`src/rtl/bcd_seq_if.sv`:
```
// Start/busy/done handshake and result bus for the sequential binary-to-BCD converter.
interface bcd_seq_if #(
  parameter int BIN_W  = 8,
  parameter int DIGITS = 3
);
  logic                  start;
  logic [BIN_W-1:0]      num;
  logic                  busy;
  logic                  done;
  logic [4*DIGITS-1:0]   bcd;

  modport master (output start, num, input busy, done, bcd);
  modport slave  (input start, num, output busy, done, bcd);
endinterface

```
`src/rtl/bcd_seq_converter.sv`:
```
// Multi-cycle double-dabble binary-to-BCD converter: one adjust/shift datapath
// reused for every operand bit, sequenced by a three-state FSM.
//
//   state  | meaning
//   IDLE   | waiting for start; bcd holds the last result
//   ADJUST | add 3 to every scratch digit >= 5
//   SHIFT  | shift {scr, bin_sr} left one bit; finish when the last bit is in
module bcd_seq_converter #(
  parameter int BIN_W  = 8,
  parameter int DIGITS = 3
) (
  input  logic     clk,
  input  logic     rst_n,
  bcd_seq_if.slave bus
);
  localparam int CNT_W = $clog2(BIN_W + 1);
  localparam int SCR_W = 4 * DIGITS;

  typedef enum logic [1:0] {
    IDLE   = 2'd0,
    ADJUST = 2'd1,
    SHIFT  = 2'd2
  } state_t;

  state_t                  state, state_nxt;
  logic [BIN_W-1:0]        bin_sr, bin_sr_nxt;
  logic [SCR_W-1:0]        scr, scr_nxt, scr_adj;
  logic [CNT_W-1:0]        cnt, cnt_nxt;
  logic                    busy_q, busy_nxt;
  logic                    done_q, done_nxt;
  logic [SCR_W-1:0]        bcd_q, bcd_nxt;
  logic [SCR_W+BIN_W-1:0]  shifted;
  logic                    scr_ok;

  always_ff @(posedge clk or negedge rst_n) begin
    if (!rst_n) begin
      state  <= IDLE;
      bin_sr <= '0;
      scr    <= '0;
      cnt    <= '0;
      busy_q <= 1'b0;
      done_q <= 1'b0;
      bcd_q  <= '0;
    end else begin
      state  <= state_nxt;
      bin_sr <= bin_sr_nxt;
      scr    <= scr_nxt;
      cnt    <= cnt_nxt;
      busy_q <= busy_nxt;
      done_q <= done_nxt;
      bcd_q  <= bcd_nxt;
    end
  end

  // Per-digit add-3; the 4-bit add never carries because inputs are 5..9.
  always_comb begin
    scr_adj = scr;
    for (int k = 0; k < DIGITS; k++) begin
      if (scr[4*k +: 4] >= 4'd5) begin
        scr_adj[4*k +: 4] = scr[4*k +: 4] + 4'd3;
      end
    end
  end

  assign shifted = {scr, bin_sr} << 1;

  always_comb begin
    state_nxt  = state;
    bin_sr_nxt = bin_sr;
    scr_nxt    = scr;
    cnt_nxt    = cnt;
    busy_nxt   = busy_q;
    done_nxt   = 1'b0;
    bcd_nxt    = bcd_q;
    case (state)
      IDLE: begin
        if (bus.start) begin
          bin_sr_nxt = bus.num;
          scr_nxt    = '0;
          cnt_nxt    = CNT_W'(BIN_W);
          busy_nxt   = 1'b1;
          state_nxt  = ADJUST;
        end
      end
      ADJUST: begin
        scr_nxt   = scr_adj;
        state_nxt = SHIFT;
      end
      SHIFT: begin
        {scr_nxt, bin_sr_nxt} = shifted;
        cnt_nxt = cnt - CNT_W'(1);
        if (cnt == CNT_W'(1)) begin
          bcd_nxt   = shifted[SCR_W+BIN_W-1:BIN_W];
          done_nxt  = 1'b1;
          busy_nxt  = 1'b0;
          state_nxt = IDLE;
        end else begin
          state_nxt = ADJUST;
        end
      end
      default: state_nxt = IDLE;
    endcase
  end

  assign bus.busy = busy_q;
  assign bus.done = done_q;
  assign bus.bcd  = bcd_q;

  always_comb begin
    scr_ok = 1'b1;
    for (int k = 0; k < DIGITS; k++) begin
      if (scr[4*k +: 4] > 4'd9) scr_ok = 1'b0;
    end
  end

  // A digit above 9 after a shift means the add-3 step or DIGITS sizing is wrong.
  a_scr_digits: assert property (@(posedge clk) disable iff (!rst_n)
    (state == SHIFT) |=> scr_ok);
endmodule

```
`src/flat_wrapper.sv`:
```
// flat-port wrapper written by rule: the top's interface ports become plain ports
module bcd_seq_converter_flat 
#(
  parameter int BIN_W  = 8,
  parameter int DIGITS = 3
)
  (clk, rst_n, bus_start, bus_num, bus_busy, bus_done, bus_bcd);
  bcd_seq_if #(.BIN_W(BIN_W), .DIGITS(DIGITS)) bus_i ();
  input  logic clk;
  input  logic rst_n;
  input wire logic [$bits(bus_i.start)-1:0] bus_start;
  input wire logic [$bits(bus_i.num)-1:0] bus_num;
  output wire logic [$bits(bus_i.busy)-1:0] bus_busy;
  output wire logic [$bits(bus_i.done)-1:0] bus_done;
  output wire logic [$bits(bus_i.bcd)-1:0] bus_bcd;
  assign bus_i.start = bus_start;
  assign bus_i.num = bus_num;
  assign bus_busy = bus_i.busy;
  assign bus_done = bus_i.done;
  assign bus_bcd = bus_i.bcd;
  bcd_seq_converter #(.BIN_W(BIN_W), .DIGITS(DIGITS)) u_core (.clk(clk), .rst_n(rst_n), .bus(bus_i));
endmodule
```
`config.mk`:
```
export PLATFORM = sky130hd
export DESIGN_NAME = bcd_seq_converter_flat
export DESIGN_NICKNAME = d
export VERILOG_FILES = /design/src/rtl/bcd_seq_if.sv /design/src/rtl/bcd_seq_converter.sv /design/src/flat_wrapper.sv
export SDC_FILE = /design/constraint.sdc
export NUM_CORES = 1
export LEC_CHECK = 0
export CAP_MARGIN = 10
export CORE_MARGIN = 2
export CORE_UTILIZATION = 50
export CTS_CLUSTER_SIZE = 40
export DETAILED_ROUTE_END_ITERATION = 8
export DONT_BUFFER_PORTS = 1
export GPL_ROUTABILITY_DRIVEN = 0
export PLACE_DENSITY = 0.75
export SLEW_MARGIN = 20
export SYNTH_ARGS = -nofsm -noshare
export SYNTH_HDL_FRONTEND = slang
export SYNTH_SLANG_ARGS = --single-unit
```
`constraint.sdc`:
```
create_clock -name clk -period 2.81 [get_ports clk]
set_input_delay 0.562 -clock clk [delete_from_list [all_inputs] [get_ports clk]]
set_output_delay 0.562 -clock clk [all_outputs]
set_load 0.05 [all_outputs]
```
==> results of run 1 <==
==> power by group <==
| group | switching [mW] | internal (mW) |
|---|---|---|
| clock | 0.193 | 0.200 |
| combinational | 0.655 | 0.448 |
| sequential | 0.322 | 0.747 |
| total | 1.17 | 1.40 |
==> flip-flops by register name, indices dropped and copies added, names as in the netlist <==
signal and cells:
u_core.bin_sr 8, u_core.bus.bcd 12, u_core.bus.done 1, u_core.state 2, u_core.scr 12, u_core.bus.busy 1
u_core.cnt 4
==> placed cells by master, fill, tap and decap left out <==
master / count
o31ai_4: 1
nand4_1: 3
clkinv_1: 1
inv_1: 17
a22o_1: 1
o2111ai_1: 3
o31ai_1: 1
xnor2_1: 3
o31a_1: 1
o211ai_1: 4
dfrtp_1: 40
nor3b_1: 1
nor3_1: 1
clkbuf_8: 6
or2_2: 1
ha_1: 12
a211oi_1: 1
o41ai_1: 9
nand3_1: 3
o22ai_1: 15
clkbuf_1: 2
buf_4: 4
o21ai_0: 21
mux2_2: 19
and2_1: 1
nand2_1: 12
buf_12: 1
nand2b_1: 8
a22oi_1: 9
a21oi_1: 14
nor2_1: 2
==> metrics by stage <==
step / utilization / hold WS (ns)
3_5_place_dp: 0.522 / 0.267
3_3_place_gp: 0.520 / 0.267
6_report: 0.547 / 0.101
4_1_cts: 0.547 / 0.111
5_1_grt: 0.547 / 0.102
2_1_floorplan: - / 0.266
==> logic make-up after synthesis <==
family / Yosys count / share of synthesized area
compound gates: 80 / 0.233
simple gates: 32 / 0.0729
fa+ha+maj: 12 / 0.0678
xor+xnor: 3 / 0.0119
mux: 19 / 0.0967
buf+inv: 32 / 0.0650
flops: 40 / 0.452
==> cell type report <==
class                           instances  area, um2  area share
Multi-Input combinational cell        146       1080       0.458
Sequential cell                        40       1000       0.426
Clock buffer                            8       90.1      0.0383
Inverter                               18       67.6      0.0287
Tap cell                               52       65.1      0.0277
Timing Repair Buffer                    5       50.0      0.0213
==> worst max-delay path: cells and delay by family, from the launching register on <==
family / cells / cell delay (ns)
AND/OR/NAND/NOR: 1 / 0.38
multiplexers: 1 / 0.35
adder cells (fa/ha/maj): 1 / 0.53
buffers and inverters: 2 / 0.36
flip-flops: 1 / 0.43
==> what timing repair did <==
| item | in CTS | in global routing |
|---|---|---|
| hold buffers | 1 | 0 |
| hold endpoints to repair | 40 | 0 |
| gates resized for setup | 0 | 0 |
==> path summary, 6_finish.rpt <==
check,from,to,slack (ns),cells after the start
max,u_core.state[0],u_core.bus.bcd[8],0.64,5
min,rst_n,u_core.bus.done,0.10,1
max reg2reg,u_core.state[0],u_core.bus.bcd[8],0.64,5
min reg2reg,u_core.cnt[1],u_core.cnt[1],0.52,2
max in group asynchronous,rst_n,u_core.bus.bcd[0],2.51,1
min in group clk,bus_num[1],u_core.bin_sr[1],0.47,2
==> layer usage <==
layer  track usage  up-vias  part of all wire
met1         0.267      803              0.47
met4        0.0818        0             0.014
met5             0        -                 0
met2         0.298       27              0.48
met3        0.0598        5             0.042
li1              -      798                 -
==> reports/metrics.cfg, run 1 <==
[clock_tree]
htree_levels = 2
cts_root_buffer = clkbuf_8
worst_setup_hold_path_clk_slew_ns = 0.08
cts_tree = yes
cts_made_buffers = 5
cts_sinks = 40
clock_latency_ns = 0.29
cts_buffer_depth = 2
postCtsSetupBuffers = 0

[placed_design]
dp_hpwl_um = 2910
placed_area_um2 = 2240
place_inst = 260
place_ws_ns = 0.684
numPortBuffers = 0

[logic_synthesis]
synth_commonest_cells = dfrtp_1 (40), o21ai_0 (21), mux2_2 (19), inv_1 (17), o22ai_1 (15)
yosysMostFrequentCell = dfrtp_1
ys_seq_area_frac = 0.452
async_reset_ff_frac = 1.00
ys_ff_latch = 40
netlist.area_leader.share = 0.452
yosys.area.top_type = dfrtp_1
synth_edf_count = 0
ys_types = 31
synthFlopType = dfrtp_1
syn_area_um2 = 2210
syn_nets = 241
synthTopCellsByArea = dfrtp_1 (45%), mux2_2 (9.7%), ha_1 (6.8%)
avgSynthCellArea_um2 = 10.2
ys.warnings.count = 0
syn_inst = 218

[route]
routedWlPerCell_um = 16.2
drtIter0Drc = 117
ant_nets = 0
drt_pass1_iterations = 4
drc_errors = 0
finalWirelength_um = 4360
vias = 1633
detail_route.vias_per_cell = 6.07

[sta]
worst_clock_skew_ns = 0.00746
layout_setup_ws_ns = 0.638
min_period_ns = 2.17
worst_pin_slew_ns = 0.782
min_period_over_period = 0.773
rsz0062_at_grt = no
fmax_mhz = 460
slew_headroom = 0.479
finalSetupTns_ns = 0
finalSetupViolCount = 0
hold_viol_final = 0
final_max_slew_viol_count = 0

[die]
row_count = 24
core_um2 = 4290
die_w_um = 70.5
ioPinCount = 25
die_area_um2 = 4980
initial_core_util = 0.515
die_h_um = 70.5

[global_routing]
grt_pass1_wl_um = 7760
antenna_found_initial = 0
gr-total-overflow = 0
grt_max_degree = 41
grt.total_usage = 0.197
grt_pass1_vias = 1576

[finish]
fillers = 381
antenna-diode-count = 0
final_area_um2 = 2350
nets = 239
area_delta_synth_final_pct = 6.22
stdcell_count = 269
drive_gt1_frac = 0.147

[power_and_ir_drop]
power.density_nw_per_um2 = 1090
power.leakage_nw = 0.947
ir_drop_uv = 636
total_power_mw = 2.57

[hold_path]
hp-class = primary input to async pin

[worst_setup_path]
worstSetupStartpointType = flop
crit_chain = inv_1 -> ha_1 -> and2_1 -> buf_4 -> mux2_2
worstPathArrival_ns = 2.35
crit_type = flop to flop
end_kind = flop
cp_data_required_time_ns = 2.99
cpMaxStageDelayCell = ha_1
critPathMaxFanout = 16
cpPeakStageDelay_ns = 0.53

[run_status]
outcome = finished clean

[job]
max_cap_violations = 0

Power figures use the tool's default switching activity.
==> run 2: changes to the inputs <==
==> constraint.sdc (replaced) <==
create_clock -name clk -period 2 [get_ports clk]
set_input_delay 0.4 -clock clk [delete_from_list [all_inputs] [get_ports clk]]
set_output_delay 0.4 -clock clk [all_outputs]
set_load 0.05 [all_outputs]
==> reports/metrics.cfg, run 2 (synthesized netlist as in run 1, its figures left out) <==
[run_status]
outcome = finished clean

[route]
drc_errors = 0  ; unchanged
ant_nets = 0  ; unchanged
drt_pass1_iterations = 4  ; unchanged
drtIter0Drc = 79  ; -32%
vias = 1660  ; +1.7%
finalWirelength_um = 4220  ; -3.2%
detail_route.vias_per_cell = 6.04  ; -0.56%
routedWlPerCell_um = 15.4  ; -5.3%

[sta]
slew_headroom = 0.664  ; +0.186
timing.hold.ws_ns = 0.283  ; +0.183 ns
rsz0062_at_grt = no
finalSetupTns_ns = 0  ; unchanged
final_max_slew_viol_count = 0  ; unchanged
worst_pin_slew_ns = 0.504  ; -0.279 ns
hold_viol_final = 0  ; unchanged
min_period_ns = 1.78  ; -0.395 ns
finalSetupViolCount = 0  ; unchanged
fmax_mhz = 563  ; +22%
worst_clock_skew_ns = 0.00841  ; +0.000949 ns
min_period_over_period = 0.888  ; +0.116

[die]
row_count = 24  ; unchanged
ioPinCount = 25  ; unchanged
initial_core_util = 0.515  ; unchanged
core_um2 = 4290  ; unchanged
die_h_um = 70.5  ; unchanged
die_w_um = 70.5  ; unchanged
die_area_um2 = 4980  ; unchanged

[power_and_ir_drop]
power.density_nw_per_um2 = 1550  ; +42%
comb_power_share = 0.430  ; about the same
sequentialPowerShare = 0.398  ; -0.019
ir_drop_uv = 669  ; +5.3%
p_sw_frac = 0.439  ; -0.0170
switching_power_mw = 1.65  ; +41%
intPower_mw = 2.11  ; +51%
power.leakage_nw = 0.985  ; +4.0%
pwr-share-clk = 0.171  ; +0.018

[worst_setup_path]
cpMaxStageDelayCell = dfrtp_1
cpPeakStageDelay_ns = 0.41  ; -0.12 ns
crit_family = simple AND/OR/NAND/NOR gates
worstSetupStartpointType = flop
crit_type = flop to flop
path_common_cell = o21ai_0
cp_num_cells = 7  ; +2
cp_num_buf_inv = 2  ; unchanged
crit_chain = inv_1 -> ha_1 -> buf_4 -> nand2b_1 -> o21ai_0 -> nand2_1 -> o21ai_0
worst-r2r-cell-count = 7  ; +2
critPathMaxFanout = 14  ; -2
cp_data_required_time_ns = 2.17  ; -0.82 ns
end_kind = flop
worstPathArrival_ns = 1.95  ; -0.40 ns

[global_routing]
grt_pass1_wl_um = 7340  ; -5.3%
gr-total-overflow = 0  ; unchanged
grt_pass1_vias = 1534  ; -2.7%
grt.total_usage = 0.184  ; -0.0129
antenna_found_initial = 0  ; unchanged
grt_max_degree = 41  ; unchanged

[clock_tree]
htree_levels = 2  ; unchanged
cts_sinks = 40  ; unchanged
worst_setup_hold_path_clk_slew_ns = 0.07  ; about the same
cts_tree = yes
clock_latency_ns = 0.29  ; about the same
cts_buffer_depth = 2  ; unchanged
cts_root_buffer = clkbuf_8
cts_made_buffers = 5  ; unchanged

[finish]
fillers = 386  ; +1.3%
nets = 245  ; +2.5%
multiInputGateArea_um2 = 1080  ; -0.12%
ff_latch_area_um2 = 1000  ; unchanged
area_delta_synth_final_pct = 9.10
layout_common_cells = dfrtp_1 (40), o21ai_0 (21), mux2_2 (19)
final_common_cell = dfrtp_1
drive_gt1_frac = 0.179  ; +0.0319
antenna-diode-count = 0  ; unchanged

[hold_path]
hp-class = primary input to flop
holdPathStages = 2

[placed_design]
numPortBuffers = 0  ; unchanged
dp_hpwl_um = 2920  ; +0.33%

[job]
max_cap_violations = 0  ; unchanged

[run 2: what timing repair did]
action / 4_1_cts / 5_1_grt
resized for setup: 0 / 2
hold buffers: 2 / 0
setup endpoints to repair: 0 / 3
setup buffers: 0 / 0
hold endpoints to repair: 40 / 0
[run 2: path summary, 6_finish.rpt]
path                                 start           endpoint  slack (ns)
max reg2reg                u_core.state[0]    u_core.bus.busy        0.22
min in group asynchronous            rst_n  u_core.bus.bcd[3]        0.56
min                              bus_start    u_core.state[0]        0.28
max                        u_core.state[0]    u_core.bus.busy        0.22
min reg2reg                  u_core.cnt[1]      u_core.cnt[1]        0.53
max in group asynchronous            rst_n      u_core.cnt[2]        1.23
[run 2: area by class of cell]
class / count / share of cell area
Multi-Input combinational cell: 146 / 0.446
Sequential cell: 40 / 0.415
Timing Repair Buffer: 11 / 0.0404
Clock buffer: 6 / 0.0301
Inverter: 18 / 0.0280
Tap cell: 52 / 0.0269
Clock inverter: 2 / 0.0145
[run 2: worst register-to-register path, stage by stage (launching register included)]
cell,delay [ns]
dfrtp_1,0.41
inv_1,0.10
ha_1,0.28
buf_4,0.25
nand2b_1,0.33
o21ai_0,0.14
nand2_1,0.08
o21ai_0,0.07
[run 2: stage by stage]
step	cells	utilization	setup WS [ns]	instance area (um2)	power (mW)
2_1_floorplan	218	-	0.400	2210	2.71
3_3_place_gp	265	0.529	0.273	2270	3.03
3_5_place_dp	265	0.529	0.226	2270	3.08
4_1_cts	275	0.561	0.222	2410	3.77
5_1_grt	275	0.562	0.0308	2410	4.07
6_report	275	0.562	0.223	2410	3.75
[run 2: metal layers]
metal  track usage  up-vias  wire length (um)
met5             0        -                 0
met4        0.0713        0                96
met3        0.0442        9               152
met2         0.263       27              1930
met1         0.273      802              2040
li1              -      822                 -
[run 2: power groups by stage]
stage          sequential [mW]  combinational (mW)  clock, mW
2_1_floorplan             1.43                1.28          0
3_3_place_gp              1.50                1.53          0
3_5_place_dp              1.51                1.57          0
4_1_cts                   1.49                1.60      0.669
5_1_grt                   1.54                1.84      0.697
6_report                  1.50                1.62      0.643
==> run 3: changes to the inputs <==
--- a/config.mk
+++ b/config.mk
@@ -5,6 +5,7 @@
 export SDC_FILE = /design/constraint.sdc
 export NUM_CORES = 1
 export LEC_CHECK = 0
+export ABC_CLOCK_PERIOD_IN_PS = 2000
 export CAP_MARGIN = 10
 export CORE_MARGIN = 2
 export CORE_UTILIZATION = 50
==> results of run 3 <==
No change in the layout: final DEF, timing and power equal those of run 2.
